**config.mk**
```make
export PLATFORM = sky130hd
export DESIGN_NAME = sub_bytes_seq
export DESIGN_NICKNAME = d
export VERILOG_FILES = /design/src/rtl/aes_pkg.sv /design/src/rtl/Inv_S_box.sv /design/src/rtl/S_box.sv /design/src/rtl/sub_bytes_seq.sv
export SDC_FILE = /design/constraint.sdc
export NUM_CORES = 2
export LEC_CHECK = 0
export CAP_MARGIN = 30
export CORE_MARGIN = 3
export CORE_UTILIZATION = 55
export DETAILED_ROUTE_END_ITERATION = 16
export PLACE_DENSITY = 0.73
export SLEW_MARGIN = 10
export SYNTH_ARGS = -nofsm -noshare
export SYNTH_HDL_FRONTEND = slang
export SYNTH_HIERARCHICAL = 1
export SYNTH_SLANG_ARGS = --single-unit
```
**constraint.sdc**
```tcl
create_clock -name CLK -period 27.1 [get_ports CLK]
set_input_delay 4.065 -clock CLK [delete_from_list [all_inputs] [get_ports CLK]]
set_output_delay 4.065 -clock CLK [all_outputs]
set_load 0.01 [all_outputs]
```
**src/rtl/aes_pkg.sv**
```systemverilog
// Shared AES definitions for the round-datapath blocks: byte layout, FSM encodings,
// GF(2^8) arithmetic used by the S-box lanes, and the legal-lane check.
package aes_pkg;

    localparam int AES_BYTES = 16;

    typedef enum logic [1:0] {
        IDLE = 2'd0,
        BUSY = 2'd1,
        DONE = 2'd2
    } state_t;

    // Byte 0 sits in the most significant position of the 128-bit state.
    function automatic logic [7:0] byte_at(input logic [127:0] s, input int i);
        return s[127-8*i -: 8];
    endfunction

    function automatic bit lanes_legal(input int lanes);
        return (lanes == 1) || (lanes == 2) || (lanes == 4) || (lanes == 8) || (lanes == 16);
    endfunction

    function automatic logic [7:0] rotl8(input logic [7:0] b, input int n);
        return (b << n) | (b >> (8 - n));
    endfunction

    function automatic logic [7:0] gf_mul(input logic [7:0] a, input logic [7:0] b);
        logic [7:0] p;
        logic [7:0] x;
        p = 8'h00;
        x = a;
        for (int i = 0; i < 8; i++) begin
            if (b[i]) p = p ^ x;
            x = {x[6:0], 1'b0} ^ (x[7] ? 8'h1b : 8'h00);
        end
        return p;
    endfunction

    // Multiplicative inverse as a^254; maps 0 to 0 as AES requires.
    function automatic logic [7:0] gf_inv(input logic [7:0] a);
        logic [7:0] p;
        logic [7:0] r;
        p = a;
        r = 8'h01;
        for (int i = 0; i < 7; i++) begin
            p = gf_mul(p, p);
            r = gf_mul(r, p);
        end
        return r;
    endfunction

endpackage

```
**src/rtl/Inv_S_box.sv**
```systemverilog
// Inverse AES S-box: inverse affine transform followed by GF(2^8) inversion.
module Inv_S_box
    import aes_pkg::*;
(
    input  logic [7:0] value,
    output logic [7:0] result
);

    logic [7:0] pre;

    assign pre    = rotl8(value, 1) ^ rotl8(value, 3) ^ rotl8(value, 6) ^ 8'h05;
    assign result = gf_inv(pre);

endmodule

```
**src/rtl/S_box.sv**
```systemverilog
// Forward AES S-box: GF(2^8) inversion followed by the affine transform.
module S_box
    import aes_pkg::*;
(
    input  logic [7:0] value,
    output logic [7:0] result
);

    logic [7:0] inv;

    assign inv    = gf_inv(value);
    assign result = inv ^ rotl8(inv, 1) ^ rotl8(inv, 2) ^ rotl8(inv, 3) ^ rotl8(inv, 4) ^ 8'h63;

endmodule

```
**src/rtl/sub_bytes_seq.sv**
```systemverilog
// Sequential AES SubBytes over 16/LANES beats with valid/ready on both sides.
// Define SUB_BYTES_INV_EN to add the MODE port and inverse S-box lanes.
module sub_bytes_seq
    import aes_pkg::*;
#(
    parameter int BLOCK_LENGTH = 128,
    parameter int LANES        = 4
) (
    input  logic                    CLK,
    input  logic                    RST_n,
    input  logic                    IN_VALID,
    output logic                    IN_READY,
    input  logic [BLOCK_LENGTH-1:0] IN,
`ifdef SUB_BYTES_INV_EN
    input  logic                    MODE,
`endif
    output logic                    OUT_VALID,
    input  logic                    OUT_READY,
    output logic [BLOCK_LENGTH-1:0] OUT
);

    localparam int NBEATS = AES_BYTES / LANES;
    localparam int CNT_W  = (NBEATS > 1) ? $clog2(NBEATS) : 1;

    if (BLOCK_LENGTH != 128 || !lanes_legal(LANES)) begin : g_bad_cfg
        $error("sub_bytes_seq: BLOCK_LENGTH must be 128 and LANES one of 1,2,4,8,16");
    end

    state_t                  state;
    logic [CNT_W-1:0]        cnt;
    logic [BLOCK_LENGTH-1:0] data;
    logic [7:0]              lane_in  [LANES];
    logic [7:0]              lane_out [LANES];
    logic                    accept;
`ifdef SUB_BYTES_INV_EN
    logic                    mode_r;
`endif

    always_comb begin
        for (int j = 0; j < LANES; j++) begin
            lane_in[j] = byte_at(data, int'(cnt) * LANES + j);
        end
    end

    for (genvar j = 0; j < LANES; j++) begin : g_lane
        logic [7:0] fwd;
        S_box u_sbox (.value(lane_in[j]), .result(fwd));
`ifdef SUB_BYTES_INV_EN
        logic [7:0] rev;
        Inv_S_box u_inv_sbox (.value(lane_in[j]), .result(rev));
        assign lane_out[j] = mode_r ? rev : fwd;
`else
        assign lane_out[j] = fwd;
`endif
    end

    // A finished state can hand off and take the next one on the same edge.
    assign IN_READY  = (state == IDLE) || ((state == DONE) && OUT_READY);
    assign accept    = IN_VALID && IN_READY;
    assign OUT_VALID = (state == DONE);
    assign OUT       = data;

    always_ff @(posedge CLK) begin
        if (!RST_n) begin
            state <= IDLE;
            cnt   <= '0;
            data  <= '0;
`ifdef SUB_BYTES_INV_EN
            mode_r <= 1'b0;
`endif
        end else begin
            case (state)
                IDLE, DONE: begin
                    cnt <= '0;
                    if (accept) begin
                        data  <= IN;
`ifdef SUB_BYTES_INV_EN
                        mode_r <= MODE;
`endif
                        state <= BUSY;
                    end else if (state == DONE && OUT_READY) begin
                        state <= IDLE;
                    end
                end
                BUSY: begin
                    for (int j = 0; j < LANES; j++) begin
                        data[BLOCK_LENGTH-1-8*(int'(cnt)*LANES+j) -: 8] <= lane_out[j];
                    end
                    if (cnt == CNT_W'(NBEATS - 1)) begin
                        cnt   <= '0;
                        state <= DONE;
                    end else begin
                        cnt <= cnt + 1'b1;
                    end
                end
                default: begin
                    state <= IDLE;
                    cnt   <= '0;
                end
            endcase
        end
    end

endmodule
```
---- Word level (Yosys, flattened, before mapping) ----
Cells that the tools add are included.
word-level totals
  output and inout bits ................... 130
  logic and storage cells ................. 1658
  bits of input ports ..................... 132
  memory bits (read-only) ................. 0
  register bits after elaboration ......... 132
  memory bits (writable) .................. 0
  bits in latches ......................... 0
  memories kept ........................... 0
cells by class
  $lt $le $gt $ge ......................... 0
  equal/unequal tests ..................... 6
  multiply operators ...................... 0
  shifts and indexed selects .............. 12
  div/mod/pow operators ................... 0
  multiplexer cells ....................... 822
  reduce and logical (&&, ||, !) cells .... 9
  add/subtract/negate cells ............... 12
  bitwise gates (word level) .............. 794
operators with widths
  operator                                                                   number
  8-bit XOR                                                                  744
  8-bit two-way mux                                                          420
  5-bit two-way mux                                                          368
  8-bit by 33-bit variable shift with 135-bit output (first input constant)  4
  8-bit by 33-bit variable part select with 135-bit output                   4
  128-bit bitwise mux                                                        4
  135-bit by 9-bit variable part select with 8-bit output                    3
  128-bit one-hot mux with 2 select lines                                    1
  135-bit by 8-bit variable part select with 8-bit output                    1
  128-bit two-way mux                                                        1
  9-bit negator with 33-bit output                                           3
  8-bit negator with 33-bit output                                           1
  8-bit by 1-bit bitwise OR with 8-bit output                                4
  8-bit by 2-bit bitwise OR with 8-bit output                                4
  8-bit by 3-bit bitwise OR with 8-bit output                                4
  8-bit by 4-bit bitwise OR with 8-bit output                                4
  7-bit two-way mux                                                          4
  1-bit inverter (first input constant)                                      28
  7-bit by 8-bit subtractor with 9-bit output (first input constant)         3
  6-bit two-way mux                                                          4
  4-bit two-way mux                                                          4
  4-bit inverter                                                             4
  2-bit two-way mux                                                          7
  3-bit two-way mux                                                          4
  other kinds (18)                                                           27

---- Logic depth before layout (Yosys ltp) ----
  depth after elaboration ................. 141
  gate-level depth with buffers ........... 70
  gate-level depth less buffers ........... 56

---- Modules after synthesis ----
Netlist, hierarchy kept.
modules (own cells, without submodules)
  module                        cells an instance  seq. area each (µm²)  times used  area each (µm²)
  S_box (g_lane[1].u_sbox ...)  1942               0.0                   3           15220.8
  S_box (g_lane[0].u_sbox)      1979               0.0                   1           14785.4
  sub_bytes_seq                 718                2642.5                1           7861.3

---- Worst setup path before layout ----
OpenSTA, ideal clock, no wires.
  kind .................................... register to register
  from .................................... register cnt[1]
  to ...................................... register data[96] (netlist: OUT[96])
  cell stages (with the launch flop) ...... 62
  required time ........................... 27004 ps
  library setup time ...................... 96 ps
  path slack .............................. 11235 ps
  path buffers ............................ 7
  period minus slack after synthesis ...... 15865 ps
  data arrival time ....................... 15770 ps
  cells stage by stage .................... dfxtp_1 > buf_4 > buf_2 > mux4_2 > ha_1 > nand2_1 > xor2_1 > inv_2 > buf_1 > clkbuf_1 > ha_1 > buf_1 > nand2_1 > xor2_1 > xnor2_1 > clkinv_1 > buf_1 > ha_1 > (+26 left out) > a32oi_1 > nand3_1 > a311o_1 > o211a_1 > a21oi_1 > xnor2_4 > inv_2 > xnor2_2 > xor2_2 > nor2_1 > xnor3_1 > xnor2_1 > xnor3_1 > xnor3_1 > xnor2_1 > and3b_2 > a22oi_1 > a221oi_1
RTL lines
  what                           line                 text
  start, declared                sub_bytes_seq.sv:30  logic [CNT_W-1:0] cnt;
  start signal, assigned         sub_bytes_seq.sv:93  cnt <= cnt + 1'b1;
  end signal, assigned by index  sub_bytes_seq.sv:87  data[BLOCK_LENGTH-1-8*(int'(cnt)*LANES+j) -: 8] <= lane_out[j];
  end, declared                  sub_bytes_seq.sv:31  logic [BLOCK_LENGTH-1:0] data;

==> flow_summary.ini <==
[run_status]
outcome = completed

[route]
drc = 0
drt_iter0_markers = 7707
ant_nets = 0
routed_wl_mm = 220
via_per_inst = 6.42
routedWlPerCell_microns = 21.9
first_pass_iters = 6
num_vias = 64600

[floorplanning]
die_area_sq_um = 128000
die_w_microns = 358
fp.dieH_microns = 358
core_area_sq_um = 123000
pin_count = 262
rows = 128
initial_utilization_pct = 55.8

[hold_path]
hold_depth = 2
hold_path_end = OUT[0]
hp-class = reg -> reg
hp-start = OUT[0]

[clocking]
cts.sinks = 132
cts-root-buf = clkbuf_16
hold_buffers = 0
cts_resized = 0
cts_buffers = 17
cts_buffer_depth = 2
clock_latency_ps = 500
cts_setup_buffers = 0
clkTransAtPathRegs_ps = 70
htree_levels = 4
cts_tree = done

[global_route]
grt_usage_pct = 32.9
grt_pass1_wl_mm = 345
grt_max_degree = 78
grt_antenna_before_repair = 13
grt_pass1_vias = 60600
gr-total-overflow = 0

[timing]
hold_viol = 0
max_freq_mhz = 49.2
tns_ps = 0
fin_crit_sh_pct = 74.9
post-route-min-period_ps = 20310
setup_viol = 0
finClkSkew_ps = 22.3
maxSlewHeadroom_pct = 30.4
final_max_slew_viol_count = 0
rsz0062_at_grt = false
worstMarginPinSlew_ps = 1040

[placement]
hpwl_mm = 159
place.gp.congestion = 0.975
io_buffers = 261

[cells_and_area]
syn_to_final_growth_pct = 6.84
nFillCells = 11000
nNetsFinal = 8590
drive_gt1_share_pct = 12.7

[worst_setup_path]
cp_top_family = XOR/XNOR gates
critPathLaunchType = flip-flop
critPathBufInv = 8
cp-end-kind = flip-flop
worstSetupStartpoint = cnt[0]
crit_fanout = 36
reg2reg_slack_ps = 6790
r2r-end = OUT[60]
cp_common_cell = xnor3_1
crit_required_ps = 27510
critPathKind = reg -> reg
reg2regPathDepth = 57
slowest_delay_ps = 850
cp.depth = 57
regToRegStartpoint = cnt[0]
cp_slowest_cell = a22oi_1
cp_data_arrival_time_ps = 20710

[synth]
synth_cell_types = 134
yosys_warnings = 6
ys.flop_type = dfxtp_1
yosys.area.top_type_share_pct = 17.8
synth_common_cells = xnor2_1 (1385), nor2_1 (1234), nand2_1 (807)
synth_edf_count = 0
yosys_register_bits = 132
ys_async_sr_fraction_pct = 0
synthXorXnorAreaFrac_pct = 44.8
synth_compound_area_share_pct = 19.9
yosysTopAreaCell = xnor2_1
synthAdderAreaFrac_pct = 0.630
syn-instance-count = 8523
netlist_top_cells_area = xnor2_1 (18%), xnor3_1 (12%), nor2_1 (6.8%), nand2_1 (4.4%), xor2_1 (4.4%)
synth.most_common_cell = xnor2_1
synthMuxAreaShare_pct = 5.54
yosysSeqAreaShare_pct = 3.87
syn_avg_cell_area_sq_um = 8.01
syn_nets = 8687
syn-cell-area_sq_um = 68300
synth_top_family_by_area = XOR/XNOR gates
synth-simple-area-share_pct = 20.1

[job]
cap_viol_max_count = 0
==> area by class of cell <==
type	count	area (sq um)	area share, %
multi-input cells	7651	62600	85.8
repair buffers	533	4700	6.44
flip-flops and latches	132	2650	3.63
well taps	1625	2030	2.79
clock buffers	20	457	0.626
inverters	91	347	0.475
clock inverters	12	194	0.266
diodes	4	10.0	0.0137
==> metrics by stage <==
step	area, sq um	worst slack (ps)	util (%)	cells	hold slack (ps)
floorplan	68300	11230	-	8523	554
global placement	72000	7450	58.8	9999	534
detailed placement	72100	7130	58.9	10000	543
CTS	72800	7070	59.4	10000	552
global route	73000	5850	59.6	10100	587
finish	73000	6790	59.6	10100	556
==> worst max-delay path by stage <==
stage / end / slack (ps)
2_1_floorplan: OUT[96] / 11230
3_3_place_gp: OUT[60] / 7450
3_5_place_dp: OUT[60] / 7130
4_1_cts: OUT[60] / 7070
5_1_grt: OUT[30] / 5850
6_report: OUT[60] / 6790
==> metal layers <==
| metal | GRT usage [%] | wire length, microns | vias up |
|---|---|---|---|
| li1 | - | - | 29900 |
| met1 | 46.5 | 94100 | 31000 |
| met2 | 51.1 | 97500 | 3319 |
| met3 | 6.04 | 22000 | 419 |
| met4 | 9.55 | 6300 | 18 |
| met5 | 0 | 125 | - |
==> worst min-delay path: cells and delay by family (launching register included) <==
family / cells / cell delay (ps)
flops: 1 / 330
simple gates: 1 / 100
compound gates: 1 / 70
==> kinds of logic (layout without fill, tap and decap cells) <==
logic type      count (synthesis)  in the layout
flops                         132            132
xor+xnor                     2454           2454
fa+ha+maj                      35             35
simple gates                 3027           3027
mux                           319            319
other cells                     0              4
buf+inv                       740            656
compound gates               1816           1816
==> registers in the layout, summed over array words and instances (netlist names) <==
| signal | count |
|---|---|
| state | 2 |
| OUT | 128 |
| cnt | 2 |
==> cells in the final DEF (no fill, tap or decap), types with 35 or more instances in the layout <==
cell,instances
or3_1,41
o22ai_1,114
nor3_1,202
o31ai_1,42
dfxtp_1,128
xor2_1,338
o21ai_0,258
mux2i_1,220
a22oi_1,196
nor4_1,48
nor2_1,1230
nand2b_1,86
nor2b_1,75
a21oi_1,351
nand2_1,803
o21a_1,38
and2_1,53
xnor3_1,352
xnor2_1,1335
nand4_1,53
a211oi_1,65
mux2_2,47
o211ai_1,51
xnor3_2,40
a31oi_1,59
xor3_1,54
and3b_1,35
and3_1,35
a32oi_1,40
buf_4,255
xnor2_4,45
inv_1,56
xnor2_2,209
clkdlybuf4s50_1,261
xor2_2,55
nand3_1,186
o21ai_1,72
a221oi_2,127
Power is not shown: default switching activity piles up to over one toggle a cycle in this logic, so the estimate is an artifact.
